`src/rtl/dwt_analysis_bank.sv`:
```
`default_nettype none
// ============================================================================
// Module   : dwt_analysis_bank
// Brief    : One-level Haar/db2 wavelet analysis over N_CH interleaved
//            channels; decimated lowpass/highpass with rounding + saturation.
// Revision : 1.0
// ============================================================================
module dwt_analysis_bank #(
  parameter int DATA_W    = 32,
  parameter int N_CH      = 8,
  parameter int MODE      = 0,
  parameter int COEF_FRAC = 13,
  localparam int CH_W     = (N_CH > 1) ? $clog2(N_CH) : 1
) (
  input  logic              clk,
  input  logic              rst_n,
  input  logic              clr,
  input  logic              in_valid,
  input  logic [DATA_W-1:0] in_data,
  output logic              out_valid,
  output logic [CH_W-1:0]   out_ch,
  output logic [DATA_W-1:0] out_lo,
  output logic [DATA_W-1:0] out_hi,
  output logic              out_sat
);

  localparam int c_TAPS  = (MODE == 1) ? 4 : 2;
  localparam int c_HIST  = c_TAPS - 1;
  localparam int c_DEPTH = 1 << CH_W;
  localparam int c_PW    = DATA_W + 16;
  localparam int c_SW    = DATA_W + 18;

  localparam logic signed [c_SW-1:0] c_RND =
    {{(c_SW-COEF_FRAC){1'b0}}, 1'b1, {(COEF_FRAC-1){1'b0}}};
  localparam logic signed [c_SW-1:0] c_MAX =
    {{(c_SW-DATA_W+1){1'b0}}, {(DATA_W-1){1'b1}}};
  localparam logic signed [c_SW-1:0] c_MIN =
    {{(c_SW-DATA_W+1){1'b1}}, {(DATA_W-1){1'b0}}};

  if (MODE != 0 && MODE != 1) begin : g_bad_mode
    $error("dwt_analysis_bank: MODE must be 0 (Haar) or 1 (db2)");
  end

  // Q2.13 taps; index j multiplies x[n-j]
  function automatic logic signed [15:0] coef_lo(input int j);
    logic signed [15:0] c;
    c = '0;
    if (MODE == 1) begin
      case (j)
        0:       c = -16'sd1060;
        1:       c =  16'sd1836;
        2:       c =  16'sd6853;
        3:       c =  16'sd3957;
        default: c = '0;
      endcase
    end else begin
      case (j)
        0, 1:    c = 16'sd5793;
        default: c = '0;
      endcase
    end
    return c;
  endfunction

  function automatic logic signed [15:0] coef_hi(input int j);
    logic signed [15:0] c;
    c = '0;
    if (MODE == 1) begin
      case (j)
        0:       c = -16'sd3957;
        1:       c =  16'sd6853;
        2:       c = -16'sd1836;
        3:       c = -16'sd1060;
        default: c = '0;
      endcase
    end else begin
      case (j)
        0:       c = -16'sd5793;
        1:       c =  16'sd5793;
        default: c = '0;
      endcase
    end
    return c;
  endfunction

  // returns {clipped, value}
  function automatic logic [DATA_W:0] saturate(input logic signed [c_SW-1:0] v);
    if (v > c_MAX)      return {1'b1, c_MAX[DATA_W-1:0]};
    else if (v < c_MIN) return {1'b1, c_MIN[DATA_W-1:0]};
    else                return {1'b0, v[DATA_W-1:0]};
  endfunction

  // ---------------------------------------------------------------- input side
  logic [CH_W-1:0]          r_ch_cnt;
  logic [c_DEPTH-1:0]       r_phase;
  logic signed [DATA_W-1:0] r_hist [c_DEPTH][c_HIST];
  logic                     w_launch;

  assign w_launch = in_valid & r_phase[r_ch_cnt];

  always_ff @(posedge clk or negedge rst_n) begin
    if (!rst_n) begin
      r_ch_cnt <= '0;
      r_phase  <= '0;
      for (int c = 0; c < c_DEPTH; c++)
        for (int k = 0; k < c_HIST; k++) r_hist[c][k] <= '0;
    end else if (clr) begin
      r_ch_cnt <= '0;
      r_phase  <= '0;
      for (int c = 0; c < c_DEPTH; c++)
        for (int k = 0; k < c_HIST; k++) r_hist[c][k] <= '0;
    end else if (in_valid) begin
      r_hist[r_ch_cnt][0] <= in_data;
      for (int k = 1; k < c_HIST; k++) r_hist[r_ch_cnt][k] <= r_hist[r_ch_cnt][k-1];
      r_phase[r_ch_cnt] <= ~r_phase[r_ch_cnt];
      r_ch_cnt <= (r_ch_cnt == CH_W'(N_CH - 1)) ? '0 : r_ch_cnt + 1'b1;
    end
  end

  // ------------------------------------------------- stage 0: tap snapshot
  logic                     r_v0;
  logic [CH_W-1:0]          r_ch0;
  logic signed [DATA_W-1:0] r_tap [c_TAPS];

  always_ff @(posedge clk or negedge rst_n) begin
    if (!rst_n) begin
      r_v0  <= 1'b0;
      r_ch0 <= '0;
      for (int j = 0; j < c_TAPS; j++) r_tap[j] <= '0;
    end else if (clr) begin
      r_v0  <= 1'b0;
      r_ch0 <= '0;
      for (int j = 0; j < c_TAPS; j++) r_tap[j] <= '0;
    end else begin
      r_v0 <= w_launch;
      if (w_launch) begin
        r_ch0    <= r_ch_cnt;
        r_tap[0] <= in_data;
        for (int j = 1; j < c_TAPS; j++) r_tap[j] <= r_hist[r_ch_cnt][j-1];
      end
    end
  end

  // ----------------------------------------------------- stage 1: products
  logic                   r_v1;
  logic [CH_W-1:0]        r_ch1;
  logic signed [c_PW-1:0] r_plo [c_TAPS];
  logic signed [c_PW-1:0] r_phi [c_TAPS];

  always_ff @(posedge clk or negedge rst_n) begin
    if (!rst_n) begin
      r_v1  <= 1'b0;
      r_ch1 <= '0;
      for (int j = 0; j < c_TAPS; j++) begin
        r_plo[j] <= '0;
        r_phi[j] <= '0;
      end
    end else if (clr) begin
      r_v1  <= 1'b0;
      r_ch1 <= '0;
      for (int j = 0; j < c_TAPS; j++) begin
        r_plo[j] <= '0;
        r_phi[j] <= '0;
      end
    end else begin
      r_v1 <= r_v0;
      if (r_v0) begin
        r_ch1 <= r_ch0;
        for (int j = 0; j < c_TAPS; j++) begin
          r_plo[j] <= r_tap[j] * coef_lo(j);
          r_phi[j] <= r_tap[j] * coef_hi(j);
        end
      end
    end
  end

  // ---------------------------------- stage 2: sum, round, shift, saturate
  logic signed [c_SW-1:0] w_sum_lo, w_sum_hi;
  logic signed [c_SW-1:0] w_shf_lo, w_shf_hi;
  logic [DATA_W:0]        w_sat_lo, w_sat_hi;

  always_comb begin
    w_sum_lo = '0;
    w_sum_hi = '0;
    for (int j = 0; j < c_TAPS; j++) begin
      w_sum_lo = w_sum_lo + r_plo[j];
      w_sum_hi = w_sum_hi + r_phi[j];
    end
    w_shf_lo = (w_sum_lo + c_RND) >>> COEF_FRAC;
    w_shf_hi = (w_sum_hi + c_RND) >>> COEF_FRAC;
    w_sat_lo = saturate(w_shf_lo);
    w_sat_hi = saturate(w_shf_hi);
  end

  // outputs hold between strobes; only the strobe itself is a pulse
  always_ff @(posedge clk or negedge rst_n) begin
    if (!rst_n) begin
      out_valid <= 1'b0;
      out_ch    <= '0;
      out_lo    <= '0;
      out_hi    <= '0;
      out_sat   <= 1'b0;
    end else if (clr) begin
      out_valid <= 1'b0;
      out_ch    <= '0;
      out_lo    <= '0;
      out_hi    <= '0;
      out_sat   <= 1'b0;
    end else begin
      out_valid <= r_v1;
      if (r_v1) begin
        out_ch  <= r_ch1;
        out_lo  <= w_sat_lo[DATA_W-1:0];
        out_hi  <= w_sat_hi[DATA_W-1:0];
        out_sat <= w_sat_lo[DATA_W] | w_sat_hi[DATA_W];
      end
    end
  end

endmodule
`default_nettype wire

```
`config.mk`:
```
export PLATFORM = sky130hd
export DESIGN_NAME = dwt_analysis_bank
export DESIGN_NICKNAME = d
export VERILOG_FILES = /design/src/rtl/dwt_analysis_bank.sv
export SDC_FILE = /design/constraint.sdc
export NUM_CORES = 2
export LEC_CHECK = 0
export CAP_MARGIN = 20
export CELL_PAD_IN_SITES_DETAIL_PLACEMENT = 1
export CELL_PAD_IN_SITES_GLOBAL_PLACEMENT = 1
export CORE_MARGIN = 1
export CORE_UTILIZATION = 40
export CTS_CLUSTER_DIAMETER = 40
export DETAILED_ROUTE_END_ITERATION = 7
export PLACE_DENSITY_LB_ADDON = 0.1
export SKIP_CTS_REPAIR_TIMING = 1
export SKIP_LAST_GASP = 1
export SLEW_MARGIN = 20
export SYNTH_ARGS = -nofsm -noshare
export SYNTH_HDL_FRONTEND = slang
export SYNTH_SLANG_ARGS = --single-unit
```
`constraint.sdc`:
```
create_clock -name clk -period 12.8 [get_ports clk]
set_clock_uncertainty 0.1 [all_clocks]
set_input_delay 3.84 -clock clk [delete_from_list [all_inputs] [get_ports clk]]
set_output_delay 3.84 -clock clk [all_outputs]
set_load 0.01 [all_outputs]
```
==> flow_metrics.py <==
metrics = {
    "synthesis": {
        "synth_top_family_by_area": "adder cells",
        "yosys.area_share.xor_xnor_pct": 3.19,
        "async_flop_share_pct": 100,
        "ys_seq_area_share_pct": 25.3,
        "synth.distinct_cells": 98,
        "syn_inst": 5877,
        "ys.flop_type": "dfrtp_1",
        "muxShareOfSynthArea_pct": 1.44,
        "synth-simple-area-share_pct": 10.2,
        "ys_ff_latch": 551,
        "ys_warn_count": 0,
        "syn_nets": 7159,
        "syn_area_per_cell_um2": 9.29,
        "ys_top_cells_by_area": "dfrtp_1 (25%), fa_1 (19%), ha_1 (16%)",
        "synth_area_um2": 54600,
        "synth_edf_count": 0,
        "yosys.area.top_type_share_pct": 25.3,
        "yosys.area.top_type": "dfrtp_1",
        "synthAdderAreaFrac_pct": 35.8,
        "synth_compound_area_share_pct": 15.5,
    },
    "setup_path": {
        "cp.arrival_ns": 8.41,
        "end_kind": "flop",
        "worst-setup-path-type": "flop to flop",
        "crit_required_ns": 13.32,
        "crit_start": "r_tap[45]",
        "timing.rr.start": "r_tap[45]",
        "critPathMaxFanout": 13,
        "crit_path_start_kind": "flop",
    },
    "drt": {
        "wl_per_cell_um": 23.8,
        "num_vias": 42439,
        "drt_wl_total_um": 185000,
        "ant_nets": 0,
        "dr.pass1.iters": 7,
        "first_iter_violations": 2334,
        "drc_errors": 0,
        "via_per_inst": 5.46,
    },
    "power": {
        "leakagePower_nw": 31.3,
        "power_density_nw_per_um2": 125,
        "power_w": 0.00765,
        "ir_drop_uv": 117,
    },
    "floorplan": {
        "core-area_um2": 135000,
        "dieHeight_um": 371,
        "dieArea_um2": 138000,
        "die_width_um": 371,
        "initial_utilization_pct": 40.3,
        "io_pins": 105,
        "num_rows": 135,
    },
    "placed_design": {
        "routabilityCongestion": 0.907,
        "io_buffers": 104,
        "dpl-instance-area_um2": 57400,
        "dpl.hpwl_um": 141000,
    },
    "timing": {
        "min_period_ns": 7.89,
        "finalCritPeriodShare_pct": 61.6,
        "fmax_mhz": 127,
        "slew_violations": 0,
        "hold_viol": 0,
        "totalNegativeSetupSlack_ns": 0,
        "finalSetupViolations": 0,
        "slew_headroom_pct": 20.0,
        "tightest_slew_ns": 1.20,
        "rsz0062_at_grt": "false",
    },
    "cells_and_area": {
        "areaGrowthSynthToFinish_pct": 12.3,
        "final_common_cell": "inv_1",
        "seq_area_um2": 13800,
        "finish.instance_area_um2": 61300,
        "layout_common_cells": "inv_1 (976), nand2_1 (787), ha_1 (719)",
        "nFillCells": 15390,
        "drive_above_1_share_pct": 5.24,
        "nNetsFinal": 7183,
        "fin_util_pct": 45.3,
        "multi_input_area_um2": 36200,
    },
    "clock_tree": {
        "clock_latency_ns": 0.76,
        "clock_sinks": 551,
        "clockBufferDepth": 3,
        "cts-htree-levels": 3,
        "numCtsBuffers": 108,
        "clockRootBuffer": "clkbuf_16",
        "cts_tree": "done",
        "clk_pin_slew_ns": 0.05,
    },
    "global_route": {
        "antenna_found_initial": 6,
        "grt_start_max_net_pins": 171,
        "track_usage_pct": 27.3,
        "grt_pass1_vias": 45945,
        "overflow": 0,
        "grt_pass1_wl_um": 286000,
    },
    "run_status": {
        "status": "completed",
    },
    "job": {
        "drv_cap": 0,
    },
    "min_path": {
        "min-delay-path-class": "flop to flop",
        "min_from": "r_phi[63]",
    },
}
cell type report:
class                   instances  area share [%]
diodes                          2         0.00816
clock buffers                 124            4.59
clock inverters                75            1.79
inverters                     977            5.98
multi-input cells            4097            59.0
flip-flops and latches        551            22.5
well taps                    1781            3.63
repair buffers                166            2.51
critical path: stages (launching register included):
cell and delay, ns:
dfrtp_1 0.67, ha_1 0.53, inv_1 0.08, fa_1 0.51, inv_1 0.06, ha_1 0.29
fa_1 0.49, inv_1 0.05, fa_1 0.49, inv_1 0.05, fa_1 0.45, ha_1 0.38
and3_1 0.26, nand2_1 0.07, or4b_1 0.47, o31ai_1 0.69, o21ai_1 0.35, o31ai_1 0.99
o21a_1 0.21, o211ai_1 0.10, a2111o_1 0.42, o211ai_1 0.08
where the power goes:
| group | total (W) | switching (W) | leakage [nW] | internal [W] |
|---|---|---|---|---|
| sequential | 0.00187 | 0.0000766 | 7.65 | 0.00179 |
| combinational | 0.00272 | 0.00164 | 21.8 | 0.00108 |
| clock | 0.00307 | 0.00108 | 1.87 | 0.00199 |
| total | 0.00765 | 0.00279 | 31.3 | 0.00486 |
synth_stat cells (all sizes together), types with 17 or more instances:
cell	number
inv	977
buf	24
xor2	81
o21ai	143
a221oi	71
and2	23
a21oi	510
mux2i	76
nand3	39
ha	719
nor2	248
and3	26
a211oi	40
nor2b	20
o21bai	35
dfrtp	551
a31oi	35
a311oi	36
fa	527
o21a	25
or3	17
clkbuf	228
a22o	68
a21o	122
nand2	788
a221o	61
nand4	28
nand2b	21
xnor2	118
nor3	49
kinds of logic after synthesis:
| family | after synthesis |
|---|---|
| buffers and inverters | 1229 |
| adders and majority gates | 1246 |
| muxes | 78 |
| xor gates and xnor gates | 199 |
| and+or+nand+nor | 1306 |
| DFF | 551 |
| AOI/OAI and AO/OA | 1268 |
per-layer routing:
metal,wire (um),vias up,GRT usage [%]
li1,-,19612,-
met1,82300,21834,35.6
met2,91100,719,47.5
met3,6080,270,3.14
met4,5400,4,7.99
met5,27,-,0
through the flow:
step           instances  setup WS [ns]  hold WS (ns)
2_1_floorplan       5877           5.87         0.353
3_3_place_gp        7572           5.11         0.375
3_5_place_dp        7572           4.99         0.380
4_1_cts             7771           4.96         0.391
5_1_grt             7772           4.57         0.409
6_report            7773           4.91         0.388
registers in the layout, indices dropped and copies added (netlist names), 8 cells and up:
name,flops
out_hi,32
r_phi,47
r_tap,64
r_phase,8
out_lo,32
r_plo,96
r_hist,256
final timing paths:
check	cells past startpoint	slack (ns)	to
worst max register to register	21	4.91	r_plo[89]
worst max-delay path	21	4.91	r_plo[89]
min in group asynchronous	1	3.05	out_hi[17]
worst min register to register	2	0.39	r_phi[63]
max in group asynchronous	3	7.07	r_hist[23]
worst min-delay path	2	0.39	r_phi[63]
Power figures use the tool's default switching activity.
